## config.mk

```make
export PLATFORM = sky130hd
export DESIGN_NAME = parity_frame_unit
export DESIGN_NICKNAME = d
export VERILOG_FILES = /design/src/rtl/parity_pkg.sv /design/src/rtl/parity_calc.sv /design/src/rtl/parity_frame_unit.sv
export SDC_FILE = /design/constraint.sdc
export NUM_CORES = 1
export LEC_CHECK = 0
export ABC_AREA = 1
export CORE_ASPECT_RATIO = 1.1
export CORE_MARGIN = 5
export CORE_UTILIZATION = 35
export DETAILED_ROUTE_END_ITERATION = 7
export SLEW_MARGIN = 30
export SYNTH_ARGS = -nofsm -noshare
export SYNTH_HDL_FRONTEND = slang
export SYNTH_HIERARCHICAL = 1
export SYNTH_SLANG_ARGS = --single-unit
```

## constraint.sdc

```tcl
create_clock -name clk -period 1.8 [get_ports clk]
set_input_delay 0.36 -clock clk [delete_from_list [all_inputs] [get_ports clk]]
set_output_delay 0.36 -clock clk [all_outputs]
set_load 0.01 [all_outputs]
```

## src/rtl/parity_pkg.sv

```systemverilog
// Shared definitions for the parity frame unit.
//   state_e   : frame FSM states (IDLE, IN_FRAME)
//   PAR_MAX_W : widest word par_of() can reduce
//   par_of()  : XOR reduction of a word, inverted for odd parity
//   len_w()   : width of a counter that must hold 0..max_len
package parity_pkg;

  typedef enum logic [0:0] {
    IDLE     = 1'b0,
    IN_FRAME = 1'b1
  } state_e;

  localparam int PAR_MAX_W = 64;

  // Narrower words are zero-extended by the caller; zeros do not change parity.
  function automatic logic par_of(input logic [PAR_MAX_W-1:0] data, input logic odd);
    return (^data) ^ odd;
  endfunction

  function automatic int len_w(input int max_len);
    return $clog2(max_len + 1);
  endfunction

endpackage

```

## src/rtl/parity_calc.sv

```systemverilog
// Combinational WIDTH-bit parity with odd/even select.
//   data : word to reduce (WIDTH <= PAR_MAX_W)
//   odd  : 1 inverts the result (odd parity, or XOR-in of a running value)
//   par  : ^data ^ odd
module parity_calc
  import parity_pkg::*;
#(
  parameter int WIDTH = 8
) (
  input  logic [WIDTH-1:0] data,
  input  logic             odd,
  output logic             par
);

  logic [PAR_MAX_W-1:0] data_ext_s;

  assign data_ext_s = PAR_MAX_W'(data);
  assign par        = par_of(data_ext_s, odd);

endmodule

```

## src/rtl/parity_frame_unit.sv

```systemverilog
// Streaming parity generator/checker with frame parity, MAX_LEN truncation
// and a saturating word-error counter.
//   clk, rst_n              : clock, asynchronous active-low reset
//   mode_odd, mode_check    : parity sense / check enable, latched on a frame's first word
//   clr_cnt                 : synchronous clear of err_cnt (wins over an increment)
//   in_valid/in_ready       : input handshake for in_data, in_par, in_last
//   out_valid/out_ready     : output handshake for the single registered output word
//   out_data, out_par       : word and its generated parity
//   out_err                 : word parity mismatch (check mode only)
//   out_last, out_trunc     : frame end, and whether it was forced by MAX_LEN
//   out_frame_par           : frame parity, valid with out_last, else 0
//   err_cnt                 : saturating count of errored words
module parity_frame_unit
  import parity_pkg::*;
#(
  parameter int WIDTH   = 8,
  parameter int MAX_LEN = 16,
  parameter int CNT_W   = 8
) (
  input  logic             clk,
  input  logic             rst_n,
  input  logic             mode_odd,
  input  logic             mode_check,
  input  logic             clr_cnt,
  input  logic             in_valid,
  output logic             in_ready,
  input  logic [WIDTH-1:0] in_data,
  input  logic             in_par,
  input  logic             in_last,
  output logic             out_valid,
  input  logic             out_ready,
  output logic [WIDTH-1:0] out_data,
  output logic             out_par,
  output logic             out_err,
  output logic             out_last,
  output logic             out_trunc,
  output logic             out_frame_par,
  output logic [CNT_W-1:0] err_cnt
);

  localparam int              LEN_W   = len_w(MAX_LEN);
  localparam logic [LEN_W-1:0] LEN_MAX = LEN_W'(MAX_LEN);
  localparam logic [CNT_W-1:0] CNT_SAT = {CNT_W{1'b1}};

  state_e             state_r;
  state_e             state_nxt_s;
  logic               acc_r;
  logic [LEN_W-1:0]   len_r;
  logic               mode_f_r;
  logic               check_f_r;

  logic               out_valid_r;
  logic [WIDTH-1:0]   out_data_r;
  logic               out_par_r;
  logic               out_err_r;
  logic               out_last_r;
  logic               out_trunc_r;
  logic               out_frame_par_r;
  logic [CNT_W-1:0]   err_cnt_r;

  logic               in_ready_s;
  logic               accept_s;
  logic               mode_eff_s;
  logic               check_eff_s;
  logic               acc_base_s;
  logic [LEN_W-1:0]   len_nxt_s;
  logic               word_par_s;
  logic               acc_nxt_s;
  logic               at_max_s;
  logic               close_s;
  logic               trunc_s;
  logic               err_s;
  logic               frame_par_s;

  // A new word may enter whenever the output slot is empty or being drained.
  assign in_ready_s = ~out_valid_r | out_ready;
  assign accept_s   = in_valid & in_ready_s;

  // Per-word view of the frame: the first word uses the live mode inputs and
  // a cleared accumulator, later words use the latched frame state.
  always_comb begin
    mode_eff_s  = mode_f_r;
    check_eff_s = check_f_r;
    acc_base_s  = acc_r;
    len_nxt_s   = len_r + LEN_W'(1);
    if (state_r == IDLE) begin
      mode_eff_s  = mode_odd;
      check_eff_s = mode_check;
      acc_base_s  = 1'b0;
      len_nxt_s   = LEN_W'(1);
    end else begin
      mode_eff_s  = mode_f_r;
      check_eff_s = check_f_r;
      acc_base_s  = acc_r;
      len_nxt_s   = len_r + LEN_W'(1);
    end
  end

  parity_calc #(.WIDTH(WIDTH)) u_word_par (
    .data (in_data),
    .odd  (mode_eff_s),
    .par  (word_par_s)
  );

  // Accumulator update: the running value is folded in through the odd input.
  parity_calc #(.WIDTH(WIDTH)) u_acc_par (
    .data (in_data),
    .odd  (acc_base_s),
    .par  (acc_nxt_s)
  );

  assign at_max_s    = (len_nxt_s == LEN_MAX);
  assign close_s     = in_last | at_max_s;
  assign trunc_s     = at_max_s & ~in_last;
  assign err_s       = check_eff_s & (in_par ^ word_par_s);
  assign frame_par_s = acc_nxt_s ^ mode_eff_s;

  // FSM state register.
  always_ff @(posedge clk or negedge rst_n) begin
    if (!rst_n) begin
      state_r <= IDLE;
    end else begin
      state_r <= state_nxt_s;
    end
  end

  // FSM next state: any closing word returns to IDLE, otherwise a frame is open.
  always_comb begin
    state_nxt_s = state_r;
    case (state_r)
      IDLE, IN_FRAME: begin
        if (accept_s) begin
          state_nxt_s = close_s ? IDLE : IN_FRAME;
        end else begin
          state_nxt_s = state_r;
        end
      end
      default: state_nxt_s = IDLE;
    endcase
  end

  // Frame bookkeeping: mode latch, parity accumulator and word count.
  always_ff @(posedge clk or negedge rst_n) begin
    if (!rst_n) begin
      acc_r     <= 1'b0;
      len_r     <= '0;
      mode_f_r  <= 1'b0;
      check_f_r <= 1'b0;
    end else if (accept_s) begin
      mode_f_r  <= mode_eff_s;
      check_f_r <= check_eff_s;
      if (close_s) begin
        acc_r <= 1'b0;
        len_r <= '0;
      end else begin
        acc_r <= acc_nxt_s;
        len_r <= len_nxt_s;
      end
    end
  end

  // Single output register: loads on accept, empties on downstream accept,
  // otherwise holds every field.
  always_ff @(posedge clk or negedge rst_n) begin
    if (!rst_n) begin
      out_valid_r     <= 1'b0;
      out_data_r      <= '0;
      out_par_r       <= 1'b0;
      out_err_r       <= 1'b0;
      out_last_r      <= 1'b0;
      out_trunc_r     <= 1'b0;
      out_frame_par_r <= 1'b0;
    end else if (accept_s) begin
      out_valid_r     <= 1'b1;
      out_data_r      <= in_data;
      out_par_r       <= word_par_s;
      out_err_r       <= err_s;
      out_last_r      <= close_s;
      out_trunc_r     <= trunc_s;
      out_frame_par_r <= close_s & frame_par_s;
    end else if (out_ready) begin
      out_valid_r <= 1'b0;
    end
  end

  // Saturating error counter; a clear beats a coincident increment.
  always_ff @(posedge clk or negedge rst_n) begin
    if (!rst_n) begin
      err_cnt_r <= '0;
    end else if (clr_cnt) begin
      err_cnt_r <= '0;
    end else if (accept_s && err_s && (err_cnt_r != CNT_SAT)) begin
      err_cnt_r <= err_cnt_r + CNT_W'(1);
    end
  end

  assign in_ready      = in_ready_s;
  assign out_valid     = out_valid_r;
  assign out_data      = out_data_r;
  assign out_par       = out_par_r;
  assign out_err       = out_err_r;
  assign out_last      = out_last_r;
  assign out_trunc     = out_trunc_r;
  assign out_frame_par = out_frame_par_r;
  assign err_cnt       = err_cnt_r;

endmodule

```

# Word-level counts from Yosys, hierarchy flattened
# Cells that the tools add are included.
dict set report totals {
  register_bits 31
  in_bits 17
  wordCells 45
}
dict set report classes {
  addsub 2
  n_eq_ne 2
  mux 11
  n_bitwise 12
  n_reduce_logical 5
}
# op count
set op_table {}
lappend op_table {{64-bit XOR reduction} 1}
lappend op_table {{8-bit 2-to-1 mux} 2}
lappend op_table {{5-bit 2-to-1 mux} 2}
lappend op_table {{8-bit by 1-bit adder with 8-bit output, second input constant} 1}
lappend op_table {{8-bit != test, second input constant} 1}
lappend op_table {{1-bit 2-to-1 mux} 7}
lappend op_table {{5-bit by 1-bit adder with 5-bit output, second input constant} 1}
lappend op_table {{5-bit == test, second input constant} 1}
lappend op_table {{1-bit AND} 4}
lappend op_table {{2-bit nonzero test} 2}
lappend op_table {{1-bit bitwise XOR} 4}
lappend op_table {{1-bit logical AND} 2}
lappend op_table {{1-bit inverter} 2}
lappend op_table {{1-bit bitwise OR} 2}

# Longest topological paths before layout
# Gate-level depths: netlist (run 1).
dict set report depth {
  word_depth 8
  ltp_mapped 20
}

# By module
# The synthesis (run 1) kept the hierarchy.
# mod instances cells_each area_per_inst_um2 seq_area_each_um2
set by_module_without_submodules {}
lappend by_module_without_submodules {parity_frame_unit 1 199 1564.0 775.7}
lappend by_module_without_submodules {parity_calc 2 38 163.9 0.0}

# Worst setup path before layout (run 1)
# OpenSTA, ideal clock, no wires.
dict set report synth_timing {
  path_type {register to register}
  start {register state_r}
  end {register err_cnt_r[3], in the netlist err_cnt[3]}
  arrival_ns 1.716
  t_required_ns 1.682
  setup_slack_ns -0.034
  stages_incl_launch_ff 20
  period_less_slack_ns 1.834
  path_cell_list {dfrtp_1 > buf_4 > inv_2 > nand2_1 > nand2_1 > nand3_1 > nand2_1 > nand2_2 > nand2_1 > nand2_1 > nand2_1 > inv_1 > inv_1 > nand2_1 > nand2_1 > nand3_4 > nor2_4 > nor2_4 > nand2_1 > nand2_1}
}
dict set report synth_between {
  elab_chain_cells 7
  elab_cells_between_ends 8
}
# element line_no
set synth_lines {}
lappend synth_lines {{start, declared} parity_frame_unit.sv:45} ;# state_e state_r;
lappend synth_lines {{start signal, assigned} parity_frame_unit.sv:123} ;# state_r <= state_nxt_s;
lappend synth_lines {{1-bit 2-to-1 mux} parity_frame_unit.sv:86} ;# if (state_r == IDLE) begin
lappend synth_lines {{via mode_eff_s} parity_frame_unit.sv:63} ;# logic mode_eff_s;
lappend synth_lines {{1-bit bitwise XOR} parity_pkg.sv:17} ;# return (^data) ^ odd;
lappend synth_lines {{via word_par_s} parity_frame_unit.sv:67} ;# logic word_par_s;
lappend synth_lines {{1-bit bitwise XOR} parity_frame_unit.sv:115} ;# assign err_s = check_eff_s & (in_par ^ word_par_s);
lappend synth_lines {{1-bit AND} parity_frame_unit.sv:115}
lappend synth_lines {{1-bit logical AND (2 in a row)} parity_frame_unit.sv:192} ;# end else if (accept_s && err_s && (err_cnt_r != CNT_SAT)) begin
lappend synth_lines {{2-bit nonzero test (no line)} --}
lappend synth_lines {{end signal, assigned} parity_frame_unit.sv:193} ;# err_cnt_r <= err_cnt_r + CNT_W'(1);
lappend synth_lines {{end, declared} parity_frame_unit.sv:59} ;# logic [CNT_W-1:0] err_cnt_r;
# The timed path passes the listed nets, and every way through them passes these cells.
# A chain may end at the register's enable or synchronous reset.

# Worst setup path after layout (run 1)
dict set report layout_timing {
  start {register state_r}
  end {register err_cnt_r[4], in the netlist err_cnt[4]}
}
# The elaborated chain is that of the path after synthesis.

==> summary.txt, run 1 <==
Critical path
  • CP Data Arrival Time: 2.00 ns
  • CP most frequent cell: nand2_1
  • Launching element type of the critical path: flop
  • Worst Path Required: about 2 ns
  • CP Cell Sequence: inv_4 > nand2_4 > nand2_4 > nand3_2 > nand2_1 > nand2_2 > nand2_2 > nand2_2 > nand2_1 > inv_1 > inv_1 > nand2_1 > nand2_2 > nand3_4 > nor2_4 > nor2_4 > nand2_1 > nand2_1
  • Max FO, Critical Path: 7
  • CP Capture Type: flop
  • Kind of critical path: reg2reg
  • Slowest CP cell: dfrtp_2
  • Crit-path max cell delay: ~0.44 ns

Global routing
  • Vias in the first global route: between 1.5k and 2k
  • First-pass GRT wire length: around 7300 µm
  • Antenna violations before repair: 0
  • Largest net degree at the start of global routing: 32
  • Gr usage total: 13.2%
  • Remaining Overflow, GRT: 0

Synth
  • Synth area leader: dfrtp_1
  • Syn Nets: around 300
  • Synth cell count leaders: nand2_1, inv_1, dfrtp_1
  • Register area share after synthesis: between 40% and 50%
  • Post-Syn Area: approximately 1900 µm²
  • Count leader, synth: nand2_1
  • Predominant post-synthesis flop cell: dfrtp_1
  • Syn Area/Cell: between 6 and 7 µm²
  • Yosys warning count: 6
  • Post-synth EDFFs: 0
  • Synth top area cells: dfrtp_1, nand2_1, inv_1
  • Seq cells post-synth: 31
  • Async SR Flop Fraction: 100%
  • Synth Instances: approximately 280
  • Synth top area share: approximately 41%
  • Number of distinct library cells after synthesis: 26

Timing
  • Final Hold Vio Count: 0
  • Relative slew slack: between 70 and 80%
  • Final Cycle Share: 102%
  • Max-slew violation count: 0
  • Unrepaired setup endpoints after global routing: yes
  • Fmax: between 500 and 600 MHz
  • Period minus WS final: between 1.5 and 2 ns
  • Worst Tran Pin Value: about 0.42 ns
  • Clock Skews: 0.00688 ns
  • Setup WS post-layout: -0.0319 ns
  • Final count of negative-setup-slack endpoints: 8

Placement
  • Placed insts: about 400
  • Final HPWL DP: 3080 µm
  • I/O Buffers: 39
  • RD Place Congestion: 0.768

CTS
  • Clk slew on worst S/H paths: about 0.070 ns
  • Skew-Pair Late Insertion Delay: about 0.28 ns
  • Clock Tree Buf Depth: 2
  • TritonCTS clock tree: done
  • # H-tree levels: 2
  • Num CTS Buffers: 5
  • Clock sink total: 31
  • Clk Tree Root Cell: clkbuf_8

Power and ir drop
  • Leak: 0.00142 µW
  • Overall Power: ~1900 µW
  • Maximum vdd drop: 350 µV
  • Pwr per Cell Area: just over 700 nW/µm²

Run
  • Max cap viols: 0

Routing
  • Total Wirelength: 4190 µm
  • Via density: roughly 4.4
  • DRC viols: 0
  • Antenna Nets Post-Route: 0
  • Drt first pass iters: 4
  • Via count: approximately 1.8k
  • Routed len/inst: 10.1 µm
  • Violation count after the first detailed-route iteration: 65

Die
  • Initial Util: 35.5%
  • Num rows: 28
  • Top Ports: 40
  • Die ar.: around 7000 µm²
  • Die Height: between 80 and 90 µm
  • Die width: between 80 and 90 µm
  • Total core area: roughly 5300 µm²

Cells and area
  • Layout Cells excl Fill: 414
  • Antenna diodes: 0
  • Area of the multi-input gates: 985 µm²
  • Reg area: around 780 µm²
  • P&R area growth vs syn: 38.7%
  • Share of layout cells above drive strength 1: 17.7%
  • Nets: 357
  • Fill count: 542

Worst hold path
  • HP Class: reg2reg

Outcome
  • Status: complete, but fails checks
  • Violated checks: setup timing
## through the flow
step	worst slack [ns]	utilization, %	cell area (µm²)	TNS, ns	hold WS [ns]
floorplan	0.00432	-	1920	0	0.0644
detailed placement	-0.498	47.2	2510	-4.42	0.458
global route	-0.251	49.3	2620	-1.84	0.505
CTS	-0.0108	48.9	2610	-0.0319	0.475
global placement	-0.470	47.2	2510	-4.18	0.457
finish	-0.0319	49.3	2620	-0.197	0.469
## flip-flops by register name, summed over array words and instances (netlist names)
register       cells
err_cnt            8
out_data           8
len_r              5
acc_r              1
check_f_r          1
mode_f_r           1
out_err            1
out_frame_par      1
out_last           1
out_par            1
out_trunc          1
out_valid          1
state_r            1
## placed cells by master, fill, tap and decap left out, drive strengths merged
cell and instances:
nand3b 3, nand4 6, o21ai 6, nand3 20, buf 20, ha 2
nand2 138, nor2 14, a21oi 3, nor3 2, clkbuf 7, clkdlybuf4s50 29
clkinv 1, o22ai 1, dfrtp 31, inv 41, xor2 4, a31oi 1
dlygate4sd2 10
## critical path, delay by kind of cell (launching register included)
kind / cells / cell delay [ns]
buf+inv: 3 / 0.17
flops: 1 / 0.44
simple gates: 15 / 1.11
## worst paths after layout
path / startpoint / end / slack [ns] / depth (start not counted)
setup / recovery: state_r / err_cnt[4] / -0.03 / 18
hold / removal: out_data[0] / out_data[0] / 0.47 / 2
setup reg to reg: state_r / err_cnt[4] / -0.03 / 18
hold reg to reg: out_data[0] / out_data[0] / 0.47 / 2
max in group asynchronous: rst_n / state_r / 1.01 / 2
min in group asynchronous: rst_n / len_r[1] / 0.48 / 2
## cell type report
class / count / share of cell area [%]
Clock buffer: 7 / 2.91
Clock inverter: 1 / 0.191
Inverter: 41 / 6.06
Multi-Input combinational cell: 200 / 37.5
Sequential cell: 31 / 29.6
Tap cell: 75 / 3.58
Timing Repair Buffer: 59 / 20.1
## logic make-up (layout without fill, tap and decap cells)
family / after synthesis / in the layout / synth area share [%]
and+or+nand+nor: 182 / 183 / 42.7
adders and majority gates: 2 / 2 / 1.32
DFF: 31 / 31 / 41.0
buffers and inverters: 45 / 108 / 9.52
xor gates and xnor gates: 4 / 4 / 1.85
AOI/OAI and AO/OA: 11 / 11 / 3.64
## layer usage
layer | vias up | track usage (%) | wire length (µm)
met2 | 38 | 21.2 | 1890
li1 | 971 | - | -
met4 | 0 | 6.14 | 110
met3 | 10 | 2.59 | 216
met1 | 811 | 17.0 | 1970
met5 | - | 0 | 0
## power breakdown
part           total [µW]  internal, µW  switching [µW]  leakage, µW
combinational         511           247             264     0.000982
sequential            811           763            48.0     0.000399
clock                 528           271             257    0.0000422
## timing repair
item                                    CTS  global route
pin swaps                                11             1
buffers inserted                          1             1
cloned                                    1             0
endpoints found under the setup margin    9             8
hold buffers                              0             0
resized for setup                        13             3
No activity file was read; power rests on OpenSTA's default activity.
==> run 2, diff against run 1 <==
SYNTH_HIERARCHICAL = not set   (was 1)
==> run 2 against run 1 <==
Compared with the run above:
- the run now ends clean
- register-to-register slack improved by 0.25 ns
- synthesized area decreased by 10%
- final cell count decreased by 17%
- flip-flop and latch count unchanged
- sequential power increased by 3.1%
- synthesized cell count decreased by 16%
- first-iteration DRC count increased by 15%
- final area decreased by 9.7%
==> summary.txt, run 2 <==
Cells and area
  • Fill count: roughly 470
  • Commonest non-fill, non-tap cell in the layout: nand2_1
  • Area of the multi-input gates: about 800 µm²
  • Reg area: roughly 780 µm²
  • Nets: 305
  • Commonest cells after routing, fill and taps aside: nand2_1, dfrtp_1, clkdlybuf4s50_1
  • Antenna diodes: 0
  • Share of layout cells above drive strength 1: roughly an eighth
  • P&R area growth vs syn: 39.3%
  • Layout Cells excl Fill: approximately 340

Timing
  • Final Hold Vio Count: 0
  • Max-slew violation count: 0
  • Worst Tran Pin Value: approximately 0.44 ns
  • Final count of negative-setup-slack endpoints: 0
  • Final Cycle Share: between 90% and 100%
  • Clock Skews: between 0.004 and 0.005 ns
  • Period minus WS final: about 1.6 ns
  • Relative slew slack: between 70% and 80%
  • Worst hold margin: between 0.4 and 0.5 ns
  • Fmax: ~600 MHz
  • Unrepaired setup endpoints after global routing: no

Synth
  • Post-Syn Area: around 1700 µm²
  • Syn Nets: roughly 250
  • Synth top area cells: dfrtp_1, nand2_1, nand3_1
  • Count leader, synth: nand2_1
  • Predominant post-synthesis flop cell: dfrtp_1
  • Post-synth EDFFs: 0
  • Register area share after synthesis: 45.6%
  • Syn Area/Cell: around 7.4 µm²
  • Synth area leader: dfrtp_1
  • Number of distinct library cells after synthesis: 25
  • Synth Instances: 230
  • Seq cells post-synth: 31
  • Async SR Flop Fraction: 100%
  • Yosys warning count: 0
  • Synth cell count leaders: nand2_1, dfrtp_1, inv_1
  • Synth top area share: 45.6%

CTS
  • Clk slew on worst S/H paths: 0.06 ns
  • Post-CTS Setup Repair Bufs: 0
  • Clock Tree Buf Depth: 2
  • TritonCTS clock tree: done
  • Clock sink total: 31
  • Hold Buf Count CTS: 0
  • # H-tree levels: 2
  • Clk Tree Root Cell: clkbuf_8
  • Num CTS Buffers: 5
  • Skew-Pair Late Insertion Delay: 0.28 ns

Routing
  • Routed len/inst: around 11 µm
  • Total Wirelength: ~3800 µm
  • Via count: 1550
  • Antenna Nets Post-Route: 0
  • DRC viols: 0
  • Drt first pass iters: 4
  • Violation count after the first detailed-route iteration: 75
  • Via density: approximately 4.5

Critical path
  • Max FO, Critical Path: 5
  • CP bufs+invs: 1
  • CP Capture Type: primary output
  • Crit-path max cell delay: ~0.58 ns
  • Kind of critical path: reg2out
  • CP Cell Sequence: clkdlybuf4s50_1
  • Slowest CP cell: clkdlybuf4s50_1
  • Reg-to-Reg Start: len_r[0]
  • Worst Setup SP: err_cnt[2]
  • Worst path top cell family by delay: buffers and inverters
  • Launching element type of the critical path: flop
  • Worst Path Required: ~1.4 ns
  • CP Data Arrival Time: 1.29 ns

Power and ir drop
  • Overall Power: 1890 µW
  • Pwr per Cell Area: roughly 800 nW/µm²
  • Leak: about 0.0012 µW
  • Maximum vdd drop: roughly 410 µV

Global routing
  • Antenna violations before repair: 0
  • Remaining Overflow, GRT: 0
  • Gr usage total: about an eighth
  • Vias in the first global route: around 1.5k
  • First-pass GRT wire length: approximately 6800 µm
  • Largest net degree at the start of global routing: 32

Die
  • Total core area: approximately 4700 µm²
  • Die width: around 76 µm
  • Die ar.: about 6400 µm²
  • Die Height: a little over 80 µm
  • Num rows: 26
  • Top Ports: 40
  • Initial Util: 36.3%

Placement
  • RD Place Congestion: 0.806
  • I/O Buffers: 39
  • Final HPWL DP: 2800 µm
  • Placed insts: 334

Outcome
  • Status: finished clean

Worst hold path
  • Min-Delay Startpoint: in_data[2]
  • HP Class: in2reg

Run
  • Max cap viols: 0
[run 2: final cells by class]
cell class	instances	share of cell area [%]
Sequential cell	31	32.8
Tap cell	56	2.96
Clock buffer	6	3.49
Timing Repair Buffer	53	21.7
Inverter	26	4.12
Clock inverter	1	0.211
Multi-Input combinational cell	169	34.7
[run 2: routing by layer]
metal,wire length [µm],track usage [%]
met5,0,0
met1,1790,17.0
met2,1780,20.0
met3,173,3.25
met4,93,7.31
[run 2: repair_timing]
item	CTS	global route
resized for setup	1	13
cloned	0	1
pin swaps	0	3
endpoints found under the setup margin	1	11
[run 2: path summary, 6_finish.rpt]
path / endpoint / slack (ns) / depth (start not counted)
worst min register to register: out_last / 0.47 / 2
worst min-delay path: out_data[2] / 0.42 / 3
min in group asynchronous: out_data[5] / 0.46 / 2
worst max register to register: len_r[1] / 0.22 / 10
worst max-delay path: err_cnt[2] / 0.15 / 1
max in group asynchronous: state_r / 1.04 / 2
[run 2: logic make-up (layout without fill, tap and decap cells)]
kind of cell | after synthesis | after routing | share of synthesized area [%]
adders and majority gates | 2 | 2 | 1.47
AOI/OAI and AO/OA | 22 | 22 | 7.21
buffers and inverters | 31 | 86 | 7.06
xor gates and xnor gates | 8 | 8 | 4.12
and+or+nand+nor | 136 | 137 | 34.5
DFF | 31 | 31 | 45.6
[run 2: per-stage QoR]
step | setup TNS [ns] | utilization, % | worst slack (ns) | cell area [µm²]
5_1_grt | 0 | 50.6 | 0.0179 | 2370
3_3_place_gp | -2.18 | 47.9 | -0.238 | 2240
2_1_floorplan | 0 | - | 0.350 | 1700
3_5_place_dp | -2.66 | 47.9 | -0.284 | 2240
6_report | 0 | 50.6 | 0.151 | 2370
4_1_cts | 0 | 49.7 | 0.0219 | 2330
[run 2: where the power goes]
group / internal [µW] / total [µW] / switching [µW] / leakage [µW]
sequential: 776 / 836 / 59.7 / 0.000401
clock: 300 / 555 / 256 / 0.0000470
combinational: 251 / 497 / 246 / 0.000781
total: 1330 / 1890 / 561 / 0.00123
[run 2: worst min-delay path, stage by stage]
cell            delay [ns]
dlymetal6s2s_1        0.15
inv_2                 0.07
o21ai_0               0.08
==> run 3, diff against run 2 <==
HOLD_SLACK_MARGIN = 0.05   (was not set)
SETUP_SLACK_MARGIN = 0.4   (was not set)
clock period = 1.9 ns   (was 1.8 ns; I/O delays follow)
==> run 3 against run 2 <==
Compared with the run above:
- final cell count rose by 4.7%
- non-clock buffer count increased by 15
- global-route usage fell by 0.11 points
- sequential share of layout area fell by 2.5 points
- highest routed layer unchanged
- count of clock-buffer cells in the layout is 1 higher
- critical endpoint is now len_r[4]
- first-iteration DRC count is 41% lower
- worst hold slack worse by 0.055 ns
- die area unchanged
- worst setup slack gained 0.29 ns
- clock skew increased by 0.0016 ns
- register-to-register slack gained 0.22 ns
==> summary.txt, run 3 (same netlist as run 2, synthesis figures left out) <==
Global routing
  • Remaining Overflow, GRT: 0
  • Vias in the first global route: around 1.5k
  • Gr usage total: roughly an eighth
  • First-pass GRT wire length: 6780 µm
  • Antenna violations before repair: 0
  • Largest net degree at the start of global routing: 32

Timing
  • Clock Skews: 0.00605 ns
  • Worst Tran Pin Value: 0.394 ns
  • Final count of negative-setup-slack endpoints: 0
  • Fmax: approximately 680 MHz
  • Worst hold margin: about 0.37 ns
  • Max-slew violation count: 0
  • Unrepaired setup endpoints after global routing: yes
  • Relative slew slack: about three quarters
  • Setup WS post-layout: ~0.44 ns
  • Period minus WS final: around 1.5 ns
  • Final Hold Vio Count: 0
  • Final Cycle Share: just under 80%

Cells and area
  • P&R area growth vs syn: 51.1%
  • Fill count: roughly 460
  • Antenna diodes: 0
  • Commonest non-fill, non-tap cell in the layout: nand2_1
  • Nets: 320
  • Final Core Density: 54.9%
  • Layout Cells excl Fill: 358
  • Area of the multi-input gates: 977 µm²
  • Reg area: approximately 780 µm²
  • Commonest cells after routing, fill and taps aside: nand2_1, dfrtp_1, buf_4
  • Share of layout cells above drive strength 1: 31.8%

Die
  • Num rows: 26
  • Die Height: slightly above 80 µm
  • Die ar.: 6350 µm²
  • Initial Util: between 30% and 40%
  • Die width: roughly 76 µm
  • Total core area: 4680 µm²
  • Top Ports: 40

CTS
  • Clock Tree Buf Depth: 2
  • # H-tree levels: 2
  • Clk Tree Root Cell: clkbuf_8
  • Skew-Pair Late Insertion Delay: around 0.29 ns
  • Clk slew on worst S/H paths: roughly 0.060 ns
  • Num CTS Buffers: 5
  • TritonCTS clock tree: done
  • Hold Buf Count CTS: 0
  • Clock sink total: 31

Routing
  • Total Wirelength: between 4000 and 5000 µm
  • Routed len/inst: 12.0 µm
  • Via density: ~4.6
  • Violation count after the first detailed-route iteration: 44
  • Via count: approximately 1.6k
  • Antenna Nets Post-Route: 0
  • DRC viols: 0
  • Drt first pass iters: 4

Outcome
  • Status: finished clean

Placement
  • I/O Buffers: 39
  • Setup WS pre-CTS: -0.169 ns
  • Final HPWL DP: about 2700 µm
  • RD Place Congestion: between 0.8 and 0.9
  • Placed insts: between 300 and 400

Power and ir drop
  • Leak: 0.00133 µW
  • Psw: slightly below 600 µW
  • Reg power frac: 41.0%
  • Internal Power: approximately 1300 µW
  • Maximum vdd drop: about 390 µV
  • Comb pwr share: between 20% and 30%
  • Pwr per Cell Area: around 750 nW/µm²
  • Sw Ratio: 30.9%
  • Clock power frac: roughly 30%
  • Overall Power: about 1900 µW

Critical path
  • CP Cell Sequence: ha_4 > nand2_2 > o21ai_1 > nand2_1 > nor2_2 > nand3_2 > nand3_2 > inv_2 > nand2_1 > o21ai_0
  • Worst Path Required: between 2 and 2.5 ns
  • Crit-path max cell delay: between 0.4 and 0.5 ns
  • CP Data Arrival Time: ~1.6 ns
  • Launching element type of the critical path: flop
  • CP Capture Type: flop
  • Slowest CP cell: dfrtp_1
  • Kind of critical path: reg2reg
  • Max FO, Critical Path: 4

Worst hold path
  • HP Class: in2reg

Run
  • Max cap viols: 0
-- run 3: worst paths after layout --
path	slack [ns]	cells past startpoint	start	end
worst max register to register	0.44	10	len_r[0]	len_r[4]
worst min register to register	0.48	2	out_last	out_last
worst max-delay path	0.44	10	len_r[0]	len_r[4]
max in group asynchronous	1.11	2	rst_n	err_cnt[4]
worst min-delay path	0.37	3	in_data[4]	out_data[4]
min in group asynchronous	0.48	2	rst_n	out_data[1]
-- run 3: timing repair --
action                                  CTS  global route
endpoints found under the setup margin   38            18
gates resized for setup                  40            61
gates cloned                              1             0
pin swaps                                 7            19
setup buffers                             7             9
-- run 3: cell type report --
class | count | share of cell area, %
multi-input cells | 169 | 38.0
flip-flops and latches | 31 | 30.3
repair buffers | 68 | 21.1
inverters | 26 | 3.80
clock buffers | 7 | 3.75
well taps | 56 | 2.73
clock inverters | 1 | 0.292
-- run 3: through the flow --
| step | setup TNS (ns) | instance area [µm²] |
|---|---|---|
| 3_3_place_gp | -1.18 | 2240 |
| 3_5_place_dp | -1.38 | 2240 |
| 6_report | 0 | 2570 |
| 2_1_floorplan | 0 | 1700 |
| 4_1_cts | 0 | 2390 |
| 5_1_grt | 0 | 2570 |
-- run 3: per-layer routing --
metal	track usage (%)	up-vias	share of wire, %
met4	4.77	0	2.2
li1	-	865	-
met3	4.98	8	4.8
met2	20.2	31	48
met5	0	-	0
met1	16.5	727	45
-- run 3: critical path: cells and delay by family (launching register included) --
kind / cells / cell delay [ns]
compound gates: 2 / 0.20
simple gates: 6 / 0.51
fa+ha+maj: 1 / 0.16
buf+inv: 1 / 0.06
flops: 1 / 0.41
-- run 3: power by group through the flow --
stage / Clock [µW] / Sequential (µW) / Combinational [µW]
after floorplan: 0 / 815 / 213
after global placement: 0 / 802 / 466
after detailed placement: 0 / 801 / 469
after CTS: 604 / 782 / 473
after global routing: 631 / 794 / 612
final: 581 / 785 / 549
